$ cat config.mk
export PLATFORM = sky130hd
export DESIGN_NAME = btb_arbiter
export DESIGN_NICKNAME = d
export VERILOG_FILES = /design/src/rtl/btb_arbiter.sv
export SDC_FILE = /design/constraint.sdc
export NUM_CORES = 1
export LEC_CHECK = 0
export ABC_AREA = 0
export BUFFER_PORTS_ARGS = -buffer_cell sky130_fd_sc_hd__buf_2
export CAP_MARGIN = 40
export CORE_MARGIN = 5
export CORE_UTILIZATION = 46
export CTS_CLUSTER_SIZE = 40
export DETAILED_ROUTE_END_ITERATION = 8
export GPL_ROUTABILITY_DRIVEN = 0
export GPL_TIMING_DRIVEN = 0
export PLACE_DENSITY = 0.77
export SYNTH_ARGS = -nofsm -noshare
export SYNTH_HDL_FRONTEND = slang
export SYNTH_SLANG_ARGS = --single-unit
$ cat constraint.sdc
create_clock -name clk -period 4.3 [get_ports clk]
set_input_delay 0.215 -clock clk [delete_from_list [all_inputs] [get_ports clk]]
set_output_delay 0.215 -clock clk [all_outputs]
set_load 0.02 [all_outputs]
$ cat src/rtl/btb_arbiter.sv
// Arbitrates a single-ported BTB between fetch lookups and buffered execute-stage updates.
// Lookups win, but a starvation counter forces a queued update through after STARVE_LIMIT grants.
module btb_arbiter #(
    parameter int QDEPTH       = 2,
    parameter int STARVE_LIMIT = 4
) (
    input  logic        clk,
    input  logic        rst,
    input  logic        if_read,
    input  logic [31:0] if_pc,
    output logic        if_resp,
    output logic [31:0] if_target,
    output logic        if_hit,
    input  logic        ex_update,
    input  logic        ex_taken,
    input  logic [31:0] ex_pc,
    input  logic [31:0] ex_target,
    output logic        ex_stall,
    output logic        btb_read,
    output logic        btb_write,
    output logic [31:0] btb_address,
    output logic [31:0] btb_wdata,
    input  logic [31:0] btb_rdata,
    input  logic        btb_hit,
    input  logic        btb_resp
);

    localparam int PW = $clog2(QDEPTH);
    localparam int SW = $clog2(STARVE_LIMIT + 1);
    localparam logic [PW:0]   FULL_COUNT = QDEPTH[PW:0];
    localparam logic [PW:0]   ZERO_COUNT = {(PW + 1){1'b0}};
    localparam logic [SW-1:0] STARVE_MAX = STARVE_LIMIT[SW-1:0];

    localparam logic [1:0] IDLE   = 2'd0;
    localparam logic [1:0] LOOKUP = 2'd1;
    localparam logic [1:0] UPDATE = 2'd2;

    logic [1:0]    state_r;
    logic [1:0]    next_state_s;
    logic [31:0]   addr_r;
    logic [31:0]   q_pc_r     [QDEPTH];
    logic [31:0]   q_target_r [QDEPTH];
    logic [PW-1:0] head_r;
    logic [PW-1:0] tail_r;
    logic [PW:0]   count_r;
    logic [SW-1:0] starve_r;
    logic          push_s;
    logic          pop_s;
    logic          grant_lookup_s;
    logic          grant_update_s;
    logic          queued_s;

    assign queued_s = (count_r != ZERO_COUNT);

    // Next-state decode and grant selection; a starved queue outranks a pending lookup.
    always_comb begin
        next_state_s   = state_r;
        grant_lookup_s = 1'b0;
        grant_update_s = 1'b0;
        case (state_r)
            IDLE: begin
                if (queued_s && (starve_r == STARVE_MAX)) begin
                    next_state_s   = UPDATE;
                    grant_update_s = 1'b1;
                end else if (if_read) begin
                    next_state_s   = LOOKUP;
                    grant_lookup_s = 1'b1;
                end else if (queued_s) begin
                    next_state_s   = UPDATE;
                    grant_update_s = 1'b1;
                end else begin
                    next_state_s   = IDLE;
                end
            end
            LOOKUP: begin
                if (btb_resp) begin
                    next_state_s = IDLE;
                end else begin
                    next_state_s = LOOKUP;
                end
            end
            UPDATE: begin
                if (btb_resp) begin
                    next_state_s = IDLE;
                end else begin
                    next_state_s = UPDATE;
                end
            end
            default: begin
                next_state_s = IDLE;
            end
        endcase
    end

    // A full queue refuses the push even when the head retires in the same cycle.
    assign ex_stall = (count_r == FULL_COUNT);
    assign push_s   = ex_update & ex_taken & ~ex_stall;
    assign pop_s    = (state_r == UPDATE) & btb_resp;

    // Control state: FSM, latched BTB address, FIFO pointers and starvation counter.
    always_ff @(posedge clk) begin
        if (rst) begin
            state_r  <= IDLE;
            addr_r   <= 32'd0;
            head_r   <= {PW{1'b0}};
            tail_r   <= {PW{1'b0}};
            count_r  <= ZERO_COUNT;
            starve_r <= {SW{1'b0}};
        end else begin
            state_r <= next_state_s;
            if (grant_lookup_s) begin
                addr_r <= if_pc;
            end else if (grant_update_s) begin
                addr_r <= q_pc_r[head_r];
            end
            if (push_s) begin
                tail_r <= tail_r + PW'(1);
            end
            if (pop_s) begin
                head_r <= head_r + PW'(1);
            end
            case ({push_s, pop_s})
                2'b10:   count_r <= count_r + (PW + 1)'(1);
                2'b01:   count_r <= count_r - (PW + 1)'(1);
                default: count_r <= count_r;
            endcase
            if (pop_s) begin
                starve_r <= {SW{1'b0}};
            end else if (grant_lookup_s && queued_s && (starve_r != STARVE_MAX)) begin
                starve_r <= starve_r + SW'(1);
            end
        end
    end

    // Queue payload storage; occupancy is tracked by the pointers, so no reset is needed.
    always_ff @(posedge clk) begin
        if (push_s) begin
            q_pc_r[tail_r]     <= ex_pc;
            q_target_r[tail_r] <= ex_target;
        end
    end

    assign btb_read    = (state_r == LOOKUP);
    assign btb_write   = (state_r == UPDATE);
    assign btb_address = (btb_read | btb_write) ? addr_r : 32'd0;
    assign btb_wdata   = btb_write ? q_target_r[head_r] : 32'd0;
    assign if_resp     = btb_read & btb_resp;
    assign if_target   = if_resp ? btb_rdata : 32'd0;
    assign if_hit      = if_resp & btb_hit;

endmodule
* After elaboration in Yosys (flattened, before gate mapping) *
Memories as Yosys holds them, arrays and structs flattened. A register that Yosys moved wholly into a read port is not among the register bits.
Cells that the tools add are included.

word-level totals
  output and inout bits = 101
  bits in registers = 41
  bits of input ports = 135
  memories kept = 2
  bits in writable memories = 128
  word-level logic and storage cells = 60

memories
  memory      depth  width  read ports  clocked after Yosys merged registers in  wr ports  RTL line  text
  q_pc_r      2      32     1           1                                        1         41        logic [31:0] q_pc_r [QDEPTH];
  q_target_r  2      32     1           1                                        1         42        logic [31:0] q_target_r [QDEPTH];

operators by class
  reductions and logical operators = 8
  bitwise gates (word level) = 7
  muxes and demuxes = 25
  $add $sub $neg = 5
  equality and inequality tests = 7

operators by type and width
  operator             count
  $mux 32              5
  $mux 1               14
  $mux 2               4
  $eq 2x2->1 const B   3
  $pmux 2 s3           1
  $reduce_bool 2->1    3
  $and 1x1->1          5
  $eq 2x1->1 const B   2
  $pmux 2 s2           1
  $add 3x1->3 const B  1
  $eq 3x3->1 const B   1
  $logic_and 1x1->1    3
  $ne 3x3->1 const B   1
  $add 1x1->1 const B  2
  $add 2x1->2 const B  1
  $logic_not 2->1      1
  $reduce_or 2->1      1
  $sub 2x1->2 const B  1
  $not 1->1            1
  $or 1x1->1           1

* Logic depth before layout (Yosys ltp) *
  depth in word-level cells = 7
  depth in mapped cells = 7
  depth with buffers taken out = 7

* Least setup slack after synthesis *
Ideal clock, no wire load.

  path type = flip-flop to flip-flop
  from = reg count_r[0]
  to = mem q_pc_r[1][0], enable pin
  path buffers = 1
  arrival time = 3.702 ns
  setup time = 0.486 ns
  clock period less this slack = 4.188 ns
  slack = 0.112 ns
  stages on the path, launching flop included = 5
  data required time = 3.814 ns
  cell sequence = dfxtp_1 > buf_6 > and2b_1 > or2_2 > nor2_1

between the ends
  cells in the longest elaborated chain, start to end = 5

ends and longest elaborated chain
  what                          RTL line  text
  start: declaration            45        logic [PW:0] count_r;
  start signal: assignment      123       2'b10: count_r <= count_r + (PW + 1)'(1);
  start signal: assignment      124       2'b01: count_r <= count_r - (PW + 1)'(1);
  start signal: assignment      125       default: count_r <= count_r;
  $eq 2x2->1                    96        assign ex_stall = (count_r == FULL_COUNT);
  net ex_stall                  18        output logic ex_stall,
  $not 1->1                     97        assign push_s = ex_update & ex_taken & ~ex_stall;
  $and 1x1->1                   97
  $mux 1                        137       if (push_s) begin
  $mux 1 (not written as such)  138       q_pc_r[tail_r] <= ex_pc;
  end: declaration              41

The timed path passes the listed nets, and every way through them passes these cells.

==> metrics.cfg <==
[worst_setup_path]
crit_buf_inv = 4
cp_cell_sequence = buf_2 -> buf_2 -> buf_2 -> mux2i_1 -> nor2_1 -> buf_2
crit_top_cell = buf_2
cp_max_fo = 10
reg2regPathDepth = 6
rrSetupSlack_ns = 1.98
cp-start-kind = flop
max_stage_delay_ns = 0.37
path_delay_family = buffers and inverters
crit_type = flop to output pin
critical_path_arrival_ns = 2.29
regToRegEndpoint = q_pc_r[1][1]$_DFFE_PP_
timing.rr.start = count_r[0]$_SDFFE_PP0P_
cpMaxStageDelayCell = buf_2
worstPathRequired_ns = 4.09
end_kind = output pin

[detailed_routing]
drc = 0
drt-initial-drc-count = 363
drt_pass1_iterations = 5
vias = 5514
postRouteAntennaNets = 0
drt-total-wl_um = 19500
post_drt_wl_per_cell_um = 18.6
via_per_inst = 5.26

[global_route]
grt_pass1_wl_um = 30900
grt_max_degree = 48
grt_pass1_vias = 5956
grt_antenna_before_repair = 0
grt_use_total = 0.219
grt.overflow.total = 0

[final_layout]
final_nets = 989
finish.utilization = 0.649
regArea_mm2 = 0.00468
n_fill_cell = 1108
n_antenna_cell = 0
area_growth_pct = 38.4
drive_gt1_frac = 0.333
multi_input_area_mm2 = 0.00220

[sta]
finalHoldViolCount = 0
setup_viol = 0
fin_crit_sh = 0.583
slew_headroom = 0.561
layout_setup_ws_ns = 1.79
period_needed_ns = 2.51
rsz0062_at_grt = no
maxSlewViolCount = 0
finClkSkew_ns = 0.00936
fmax_mhz = 399
tightestPinTransition_ns = 0.658

[hold_path]
whs_endpoint = addr_r[27]$_SDFFE_PP0P_
min_path_cells = 3
hold_path.class = input pin to flop
hp-start = if_pc[27]

[placement]
dp_hpwl_um = 13300
io_buffers = 233
post-place-ws_ns = 1.96

[floorplanning]
io_pins = 236
initial_core_util = 0.469
placementRows = 45
dieWidth_um = 134
dieArea_mm2 = 0.0181
core-area_mm2 = 0.0152
die_y_um = 134

[logic_synthesis]
synthCells = 528
synth.area.top_cells = edfxtp_1, dfxtp_1, mux2i_1
yosysTopAreaCell = edfxtp_1
yosys_warnings = 0
postSynthAreaPerCell_um2 = 13.5
synth_fp_nets = 670
ys_ff_latch = 170
ys_types = 32
synth_area_mm2 = 0.00713
yosysSeqAreaShare = 0.657
yosysTopAreaCellShare = 0.539

[power]
peakVddDrop_mv = 0.257
power.density_mw_per_mm2 = 403
p_leak_uw = 0.00408

[run]
maxCapViolations = 0

[clock_network]
cts_buffer_depth = 2
clock_latency_ns = 0.42
cts.sinks = 170
ctsHtreeMaxLevel = 4
cts_root_buf = clkbuf_16
clk_pin_slew_worst_paths_ns = 0.07
numCtsBuffers = 17
cts_tree = yes
post-cts-setup-buffers = 0

[run_status]
status = finished, final reports clean

stage by stage:
step | area, µm² | setup TNS [ns] | hold slack [ns] | std cells | total power [µW]
after floorplan | 7130 | 0 | 0.314 | 528 | 2180
after global placement | 8530 | -89.26 | 0.402 | 949 | 2340
after detailed placement | 8610 | 0 | 0.406 | 952 | 2370
after CTS | 9870 | 0 | 0.106 | 1048 | 3990
after global routing | 9870 | 0 | 0.127 | 1048 | 4120
final | 9870 | 0 | 0.137 | 1048 | 3970
state kept, by name, indices dropped and copies added (netlist names), named ones only:
register    count
addr_r         32
count_r         2
head_r          1
q_pc_r         64
q_target_r     64
starve_r        3
state_r         2
tail_r          1
power breakdown:
| part | switching (µW) | internal [µW] | leakage, µW |
|---|---|---|---|
| logic | 272 | 219 | 0.00226 |
| registers | 32.3 | 1860 | 0.00152 |
| clock network | 661 | 931 | 0.000302 |
worst reg2reg max path: stages, from the launching register on:
cell and delay (ns):
dfxtp_1 0.33, buf_6 0.13, and2b_1 0.21, or2_2 0.35, nor2_4 0.52, buf_16 0.25
buf_12 0.23
worst max path at each step:
stage | depth (start not counted) | startpoint | end | slack [ns]
finish | 6 | flop | btb_wdata[12] | 1.79
global route | 6 | flop | btb_wdata[19] | 1.62
CTS | 6 | flop | btb_wdata[15] | 1.77
detailed placement | 6 | count_r[0]$_SDFFE_PP0P_ | q_target_r[1][15]$_DFFE_PP_ | 1.96
global placement | 4 | count_r[0]$_SDFFE_PP0P_ | q_target_r[1][15]$_DFFE_PP_ | -1.40
floorplan | 4 | count_r[0]$_SDFFE_PP0P_ | q_pc_r[1][0]$_DFFE_PP_ | 0.11
cell usage after synthesis, drive strengths merged:
master   instances
a32o            32
and3            33
and2            35
o211a            1
o22ai            2
a21boi           1
o31ai            2
nor3b            2
mux2i           64
and2b            1
o21ai           37
a2bb2oi          1
edfxtp         128
nand2            2
clkbuf          27
o2bb2ai          1
a21oi            5
dfxtp           42
nor2b            1
or3             34
ha               7
nand3            2
buf             16
or4              1
nor2            37
xor2             1
or2              2
xnor2            2
inv              9
cell type report:
type / instances / share of cell area
tap: 188 / 0.0238
clock inverter: 14 / 0.0185
inverter: 9 / 0.00368
buffer: 43 / 0.0221
sequential: 170 / 0.475
timing repair buffer: 300 / 0.191
multi-input combinational: 306 / 0.223
clock buffer: 18 / 0.0435
what timing repair did:
item	in CTS	in global routing
hold buffers	64	0
hold endpoints to repair	128	0
resized for setup	0	0
cells by family after synthesis:
| family | after synthesis | share of synthesized area |
|---|---|---|
| flops | 170 | 0.657 |
| buf+inv | 52 | 0.0353 |
| fa+ha+maj | 7 | 0.0123 |
| mux | 64 | 0.0899 |
| simple gates | 150 | 0.118 |
| xor+xnor | 3 | 0.00369 |
| compound gates | 82 | 0.0832 |
cell usage in the layout, fill, tap and decap left out, types with 2 or more instances in the layout:
cell and count:
bufinv_16 3, xnor2_1 2, clkbuf_16 17, o21ai_1 7, buf_16 2, edfxtp_1 128, buf_2 242, or2_2 2
a32o_1 32, and2_1 35, buf_4 2, a21oi_1 5, dlygate4sd3_1 64, inv_6 5, buf_6 5, nor3b_1 2
o22ai_1 2, inv_8 2, and3_1 33, nand2_1 2, or3_1 34, nor2_1 36, dfxtp_1 42, ha_1 7
nand3_1 2, mux2i_1 64, clkinv_4 2, o31ai_1 2, inv_1 8, o21ai_0 30, clkbuf_1 28
metal layers:
layer	up-vias	global-route usage	part of all wire
met5	-	0	0
met4	0	0.0758	0.021
met3	34	0.0585	0.065
met2	208	0.382	0.51
met1	2653	0.262	0.40
li1	2619	-	-
(Power assumes the default switching activity.)
